--- config.mk ---
export PLATFORM = sky130hd
export DESIGN_NAME = mem_arbiter
export DESIGN_NICKNAME = d
export VERILOG_FILES = /design/src/rtl/mem_arbiter.sv
export SDC_FILE = /design/constraint.sdc
export NUM_CORES = 1
export LEC_CHECK = 0
export BUFFER_PORTS_ARGS = -buffer_cell sky130_fd_sc_hd__buf_2
export CAP_MARGIN = 0
export CORE_AREA = 4 4 102 104
export DETAILED_ROUTE_END_ITERATION = 8
export DIE_AREA = 0 0 106 108
export GPL_ROUTABILITY_DRIVEN = 0
export HOLD_SLACK_MARGIN = 0.08
export PLACE_DENSITY = 0.57
export SLEW_MARGIN = 30
export SYNTH_ARGS = -nofsm -noshare
export SYNTH_HDL_FRONTEND = slang
export SYNTH_SLANG_ARGS = --single-unit
--- constraint.sdc ---
create_clock -name clk -period 4.9 [get_ports clk]
set_clock_uncertainty 0.15 [all_clocks]
set_input_delay 0.735 -clock clk [delete_from_list [all_inputs] [get_ports clk]]
set_output_delay 0.735 -clock clk [all_outputs]
set_load 0.02 [all_outputs]
--- src/rtl/mem_arbiter.sv ---
// Arbiter sharing one single-port data memory between the fetch port (read-only) and the
// load/store port, with LS priority, a fetch anti-starvation limit and fixed-latency reads.
module mem_arbiter #(
   parameter int ADDR_W        = 32,
   parameter int DATA_W        = 32,
   parameter int MEM_LAT       = 1,
   parameter int MAX_LS_STREAK = 4
) (
   input  logic              clk,
   input  logic              rst,
   input  logic              if_req_i,
   input  logic [ADDR_W-1:0] if_addr_i,
   output logic              if_gnt_o,
   output logic              if_rvalid_o,
   output logic [DATA_W-1:0] if_rdata_o,
   input  logic              ls_req_i,
   input  logic              ls_we_i,
   input  logic [ADDR_W-1:0] ls_addr_i,
   input  logic [DATA_W-1:0] ls_wdata_i,
   output logic              ls_gnt_o,
   output logic              ls_rvalid_o,
   output logic [DATA_W-1:0] ls_rdata_o,
   output logic              mem_re_o,
   output logic              mem_we_o,
   output logic [ADDR_W-1:0] mem_addr_o,
   output logic [DATA_W-1:0] mem_wdata_o,
   input  logic [DATA_W-1:0] mem_rdata_i
);

   // Handshake: a requester holds req and its address/data until it sees gnt; the transfer
   // happens in the cycle where req and gnt are both high. rvalid is a one-cycle pulse.

   typedef enum logic {
      IDLE    = 1'b0,
      WAIT_RD = 1'b1
   } state_t;

   typedef enum logic {
      OWN_IF = 1'b0,
      OWN_LS = 1'b1
   } owner_t;

   localparam logic [2:0] LAT_INIT   = 3'(MEM_LAT);
   localparam logic [3:0] STREAK_MAX = 4'(MAX_LS_STREAK);

   state_t     state_q, state_d;
   owner_t     owner_q, owner_d;
   logic [2:0] lat_cnt_q, lat_cnt_d;
   logic [3:0] streak_q, streak_d;

   always_ff @(posedge clk or posedge rst) begin
      if (rst) begin
         state_q   <= IDLE;
         owner_q   <= OWN_IF;
         lat_cnt_q <= '0;
         streak_q  <= '0;
      end else begin
         state_q   <= state_d;
         owner_q   <= owner_d;
         lat_cnt_q <= lat_cnt_d;
         streak_q  <= streak_d;
      end
   end

   always_comb begin
      state_d     = state_q;
      owner_d     = owner_q;
      lat_cnt_d   = lat_cnt_q;
      streak_d    = streak_q;
      if_gnt_o    = 1'b0;
      ls_gnt_o    = 1'b0;
      if_rvalid_o = 1'b0;
      ls_rvalid_o = 1'b0;
      if_rdata_o  = '0;
      ls_rdata_o  = '0;
      mem_re_o    = 1'b0;
      mem_we_o    = 1'b0;
      mem_addr_o  = '0;
      mem_wdata_o = '0;

      case (state_q)
         IDLE: begin
            // Grants are suppressed while reset is held so every output reads 0 at once.
            if (!rst) begin
               if (if_req_i && (!ls_req_i || streak_q == STREAK_MAX)) begin
                  if_gnt_o   = 1'b1;
                  mem_re_o   = 1'b1;
                  mem_addr_o = if_addr_i;
                  state_d    = WAIT_RD;
                  lat_cnt_d  = LAT_INIT;
                  owner_d    = OWN_IF;
                  streak_d   = '0;
               end else if (ls_req_i) begin
                  ls_gnt_o   = 1'b1;
                  mem_addr_o = ls_addr_i;
                  if (if_req_i && streak_q != STREAK_MAX) begin
                     streak_d = streak_q + 4'd1;
                  end
                  if (ls_we_i) begin
                     mem_we_o    = 1'b1;
                     mem_wdata_o = ls_wdata_i;
                  end else begin
                     mem_re_o  = 1'b1;
                     state_d   = WAIT_RD;
                     lat_cnt_d = LAT_INIT;
                     owner_d   = OWN_LS;
                  end
               end
            end
         end

         WAIT_RD: begin
            lat_cnt_d = lat_cnt_q - 3'd1;
            // Count hits zero this cycle: the memory data is valid now, hand it to the owner.
            if (lat_cnt_q == 3'd1) begin
               state_d = IDLE;
               if (owner_q == OWN_LS) begin
                  ls_rvalid_o = 1'b1;
                  ls_rdata_o  = mem_rdata_i;
               end else begin
                  if_rvalid_o = 1'b1;
                  if_rdata_o  = mem_rdata_i;
               end
            end
         end

         default: state_d = IDLE;
      endcase
   end

endmodule
==> impl_metrics.json, run 1 <==
{
  "dieHeight_um": 108,
  "nNetsFinal": 673,
  "vias": 2814,
  "stdcell_area_mm2": 0.003267,
  "hold_violations": 0,
  "cts_hold_buf": 0,
  "rows": 36,
  "clk_pin_slew_ns": 0.05,
  "track_usage_pct": 13.06,
  "diodes": 0,
  "required_ns": 4.01,
  "detail-route-antenna-nets": 0,
  "fmax_ghz": 0.3073,
  "ir_worst_vdd_v": 0.0001345,
  "use_met2_pct": 25.50,
  "power.total_mw": 1.024,
  "routedWlPerCell_um": 12.41,
  "end_kind": "primary output",
  "ys_async_sr_fraction_pct": 100.0,
  "die_w_um": 106,
  "critical_path.max_stage_delay_ns": 0.58,
  "start_kind": "flop",
  "port_buffers": 266,
  "powerDensity_mw_per_mm2": 313.5,
  "drt_wl_total_um": 8293,
  "htree_num_levels": 1,
  "fin_crit_sh_pct": 66.42,
  "die_area_mm2": 0.01145,
  "path_delay_family": "compound AO/OA/AOI/OAI gates",
  "crit_path_top_delay_cell": "a2111oi_4",
  "overflow": 0,
  "first_pass_iters": 4,
  "syn_area_mm2": 0.001743,
  "synthToLayoutAreaGrowth_pct": 87.44,
  "detail_route.iter0.violations": 154,
  "fin_ws_ns": 1.646,
  "finalNonFillerCells": 668,
  "coreArea_mm2": 0.009549,
  "worstSkewPairLatency_ns": 0.24,
  "post-place-ws_ns": 1.448,
  "use_met3_pct": 3.701,
  "status": "finished clean",
  "hpwlAfterDp_um": 7169,
  "antenna_found_initial": 0,
  "rsz0062_at_grt": "false",
  "cts_tree": "yes",
  "drive_gt1_share_pct": 52.52,
  "leakage_nw": 1.960,
  "finalSetupViolations": 0,
  "dpl.cell_count": 663,
  "critical_path_arrival_ns": 2.37,
  "synth_edf_count": 0,
  "slew_headroom_pct": 55.65,
  "grt_pass1_wl_um": 12560,
  "viasPerCell": 4.213,
  "mostFrequentLayoutCells": "buf_2 (266), and2_1 (96), nand2_1 (71)",
  "clkSinkCount": 9,
  "ys_types": 30,
  "synth-seq-area-share_pct": 12.92,
  "ctsResizeCount": 0,
  "maxCapViolations": 0,
  "grt_pass1_vias": 2687,
  "yosysWarnings": 0,
  "syn_avg_cell_area_um2": 6.116,
  "initial_utilization_pct": 18.25,
  "synth_nets": 422,
  "cts_buffers": 3,
  "placed_cell_area_mm2": 0.003214,
  "io_pins": 267,
  "synth_seq_cells": 9,
  "hold_path_class": "in2async",
  "setup_tns_ns": 0,
  "grt_util_met1_pct": 14.14,
  "fillers": 1062,
  "route.detailed.drc": 0,
  "crit_type": "reg2out",
  "cp_max_fo": 23,
  "slew_viol_final": 0,
  "multiInputGateArea_mm2": 0.001400,
  "synth_cells": 285,
  "crit_buf_inv": 3,
  "ys.flop_type": "dfrtp_1",
  "grt_start_max_net_pins": 39,
  "cts_post_setup_buffers_inserted": 0,
  "grt_busiest_layer": "met2",
  "fin_crit_ns": 3.254,
  "clockRootBuffer": "clkbuf_8",
  "clock_path_buffers": 2,
  "worstPathCellList": "inv_1 -> ha_1 -> and3b_1 -> a2111oi_4 -> buf_4 -> and2_1 -> buf_2",
  "final_common_cell": "buf_2",
  "tightest_slew_ns": 0.6636,
  "ff_latch_area_um2": 225.2
}
state kept, by name (all words and copies together), names as in the netlist:
| signal | count |
|---|---|
| owner_q | 1 |
| lat_cnt_q | 3 |
| streak_q | 4 |
| state_q | 1 |
final timing paths:
kind                                         startpoint                  endpoint  slack (ns)  cells after the start
worst max-delay path            streak_q[0]$_DFFE_PP0P_           mem_wdata_o[14]        1.65                      7
max in group asynchronous                           rst   streak_q[1]$_DFFE_PP0P_        3.98                      2
worst min register to register  streak_q[0]$_DFFE_PP0P_   streak_q[0]$_DFFE_PP0P_        0.38                      1
worst min-delay path                                rst  lat_cnt_q[0]$_DFFE_PP0P_        0.36                      2
worst max register to register        state_q$_DFF_PP0_   streak_q[2]$_DFFE_PP0P_        3.05                      3
min in group clk                streak_q[0]$_DFFE_PP0P_   streak_q[0]$_DFFE_PP0P_        0.38                      1
final cells by class:
cell class                 instances  area share [%]
clock buffer                       4           1.379
inverter                          11           1.264
multi-input combinational        240           42.86
sequential                         9           6.894
tap                              133           5.094
timing repair buffer             271           42.51
synth_stat cells, types with 2 or more instances:
cell type,instances,share of area [%]
and2_1,96,34
nand2_1,72,16
o22ai_1,34,12
clkbuf_1,13,2.8
inv_1,11,2.4
dfrtp_1,9,13
buf_1,7,1.5
buf_2,5,1.4
ha_1,4,2.9
nand2b_1,4,1.4
a31oi_1,3,1.1
nor2_1,3,0.65
nand3_1,2,0.57
nor3_1,2,0.57
o21ai_0,2,0.57
o21ai_1,2,0.57
o22a_1,2,1.0
o31a_1,2,1.0
report_power, final:
| group | switching (mW) | total, mW | internal (mW) |
|---|---|---|---|
| sequential | 0.0441 | 0.153 | 0.109 |
| combinational | 0.481 | 0.784 | 0.302 |
| clock | 0.0307 | 0.0876 | 0.0568 |
| total | 0.556 | 1.02 | 0.468 |
per-layer routing:
metal  routed length, µm  vias up
li1                    -     1428
met1                2968     1216
met2                4299      165
met3                 967        5
met4                  57        0
met5                   0        -
cell families (layout without fill, tap and decap cells):
logic type	after synthesis	in the layout	synth area share [%]
AND/OR/NAND/NOR	187	187	56.93
AO/OA/AOI/OAI	49	49	19.17
flip-flops	9	9	12.92
buffers and inverters	36	286	8.112
adder cells (fa/ha/maj)	4	4	2.872
through the flow:
| step | hold WS, ns | util (%) |
|---|---|---|
| after floorplan | 0.3397 | - |
| after global placement | 0.3672 | 33.35 |
| after detailed placement | 0.3729 | 33.66 |
| after CTS | 0.3697 | 34.13 |
| after global routing | 0.3903 | 34.21 |
| final | 0.3564 | 34.21 |
Note: power is estimated with default switching activity, not from simulation.
==> inputs of run 2 (changes only) <==
--- a/config.mk
+++ b/config.mk
@@ -5,11 +5,12 @@
 export SDC_FILE = /design/constraint.sdc
 export NUM_CORES = 1
 export LEC_CHECK = 0
+export ABC_AREA = 1
 export BUFFER_PORTS_ARGS = -buffer_cell sky130_fd_sc_hd__buf_2
 export CAP_MARGIN = 0
-export CORE_AREA = 4 4 102 104
+export CORE_AREA = 4 4 101 103
 export DETAILED_ROUTE_END_ITERATION = 8
-export DIE_AREA = 0 0 106 108
+export DIE_AREA = 0 0 105 107
 export GPL_ROUTABILITY_DRIVEN = 0
 export HOLD_SLACK_MARGIN = 0.08
 export PLACE_DENSITY = 0.57
==> constraint.sdc (replaced) <==
create_clock -name clk -period 3.2 [get_ports clk]
set_clock_uncertainty 0.15 [all_clocks]
set_input_delay 0.48 -clock clk [delete_from_list [all_inputs] [get_ports clk]]
set_output_delay 0.48 -clock clk [all_outputs]
set_load 0.02 [all_outputs]
==> impl_metrics.json, run 2 <==
{
  "cts_hold_buf": 0,
  "synth_common_cells": "nand2_1 (110), nor2_1 (94), inv_1 (76), nor2_2 (10), dfrtp_1 (9)",
  "cts_post_setup_buffers_inserted": 0,
  "synth-seq-area-share_pct": 13.56,
  "overflow": 0,
  "ir_worst_vdd_v": 0.0002244,
  "die_w_um": 105,
  "top_regs": "streak_q x4, lat_cnt_q x3",
  "synth_seq_cells": 9,
  "crit_type": "reg2out",
  "syn_avg_cell_area_um2": 4.841,
  "regToRegEndpoint": "streak_q[2]$_DFFE_PP0P_",
  "ys.flop_type": "dfrtp_1",
  "grt_pass1_vias": 2639,
  "drt-met1-wl_um": 3079,
  "clockRootBuffer": "clkbuf_8",
  "syn_area_mm2": 0.001660,
  "fin_ws_ns": 0.4720,
  "first_pass_iters": 4,
  "antenna_found_initial": 1,
  "mostFrequentLayoutCells": "buf_2 (266), nand2_1 (110), nor2_1 (94)",
  "viasPerCell": 3.925,
  "fmax_ghz": 0.3666,
  "htree_num_levels": 1,
  "grt_start_max_net_pins": 36,
  "clk_pin_slew_ns": 0.04,
  "clkSinkCount": 9,
  "wl_met3_um": 950,
  "cp_max_fo": 35,
  "yosysTopAreaCell": "nand2_1",
  "routed-wl-met2_um": 4071,
  "drive_gt1_share_pct": 48.58,
  "largest_reg_flops": 4,
  "synth_cells": 343,
  "finalSetupViolations": 0,
  "post-place-ws_ns": 0.6775,
  "rows": 35,
  "synth_most_common_cell": "nand2_1",
  "hold_violations": 0,
  "slew_viol_final": 0,
  "top_register": "streak_q",
  "r2r-start": "streak_q[0]$_DFFE_PP0P_",
  "ff2ff_setup_slack_ns": 1.36,
  "hpwlAfterDp_um": 7245,
  "worstSkewPairLatency_ns": 0.23,
  "diodes": 0,
  "fillers": 1020,
  "start_kind": "flop",
  "cts_tree": "yes",
  "clock_path_buffers": 2,
  "end_kind": "primary output",
  "io_pins": 267,
  "track_usage_pct": 12.89,
  "required_ns": 2.57,
  "critical_path_arrival_ns": 2.10,
  "detail_route.iter0.violations": 154,
  "synthToLayoutAreaGrowth_pct": 85.31,
  "coreArea_mm2": 0.009196,
  "drt_wl_total_um": 8158,
  "initial_utilization_pct": 18.05,
  "nNetsFinal": 737,
  "rsz0062_at_grt": "false",
  "slew_headroom_pct": 53.40,
  "die_area_mm2": 0.01124,
  "status": "finished clean",
  "powerDensity_mw_per_mm2": 385.6,
  "route.detailed.drc": 0,
  "detail-route-antenna-nets": 0,
  "final_common_cell": "buf_2",
  "synth_nets": 480,
  "ys_types": 21,
  "maxCapViolations": 0,
  "yosysWarnings": 0,
  "vias": 2787,
  "cts_buffers": 3,
  "hold_path_class": "in2async",
  "tightest_slew_ns": 0.6973,
  "ctsResizeCount": 0,
  "maxUsedRoutingLayer": "met5",
  "synth_edf_count": 0,
  "grt_pass1_wl_um": 12210,
  "ff2ff_path_depth": 7,
  "fin_crit_sh_pct": 85.25,
  "ys_async_sr_fraction_pct": 100.0,
  "routedWlPerCell_um": 11.49,
  "setup_tns_ns": 0,
  "dieHeight_um": 107,
  "port_buffers": 266,
  "synth_area_leaders": "nand2_1 (25%), nor2_1 (21%), inv_1 (17%)",
  "synth_top_area_share_pct": 24.87,
  "leakage_nw": 2.404,
  "fin_crit_ns": 2.728
}
run 2: through the flow:
stage                     std cells  utilization [%]  instance area (µm²)  power, mW  hold slack [ns]
after floorplan                 343                -                 1660     0.7774           0.1579
after global placement          706            32.97                 3032      1.063           0.3362
after detailed placement        706            32.97                 3032      1.069           0.3403
after CTS                       710            33.46                 3077      1.203          0.09682
after global routing            710            33.46                 3077      1.308           0.1183
final                           710            33.46                 3077      1.186          0.07385
run 2: cell families after synthesis:
logic type                 synth area share (%)
and+or+nand+nor                           55.99
buffers and inverters                     24.49
DFF                                       13.56
AOI/OAI and AO/OA                         1.884
adders and majority gates                 3.014
xor gates and xnor gates                  1.055
run 2: worst max path at each step:
stage,from,to,slack (ns),cells past startpoint
floorplan,lat_cnt_q[1]$_DFFE_PP0P_,ls_rdata_o[10],0.92,9
global placement,rst,mem_addr_o[22],0.71,7
detailed placement,rst,mem_addr_o[31],0.68,7
CTS,streak_q[0]$_DFFE_PP0P_,mem_addr_o[22],0.46,9
global route,streak_q[0]$_DFFE_PP0P_,mem_addr_o[24],0.26,9
finish,streak_q[0]$_DFFE_PP0P_,mem_addr_o[24],0.47,9
run 2: routing by layer:
layer	vias up	global-route usage (%)
met5	-	0
met4	2	1.968
met3	8	4.515
met2	185	23.97
met1	1126	14.39
li1	1466	-
run 2: area by class of cell:
cell class | instances | area, µm² | area share (%)
clock buffer | 4 | 45.04 | 1.464
inverter | 80 | 300.3 | 9.760
multi-input combinational | 239 | 1028 | 33.43
sequential | 9 | 225.2 | 7.320
tap | 111 | 138.9 | 4.514
timing repair buffer | 267 | 1339 | 43.51
run 2: power by group:
group	switching (mW)	internal (mW)	leakage, nW
sequential	0.0391	0.165	0.115
combinational	0.573	0.282	2.27
clock	0.0400	0.0864	0.0228
run 2: critical path: stages (launching register included):
cell and delay, ns:
dfrtp_1 0.39, inv_1 0.10, ha_1 0.15, nand3_1 0.09
nand2_2 0.11, inv_2 0.07, nor2_4 0.54, nand2_1 0.16
nand2_1 0.10, buf_2 0.16
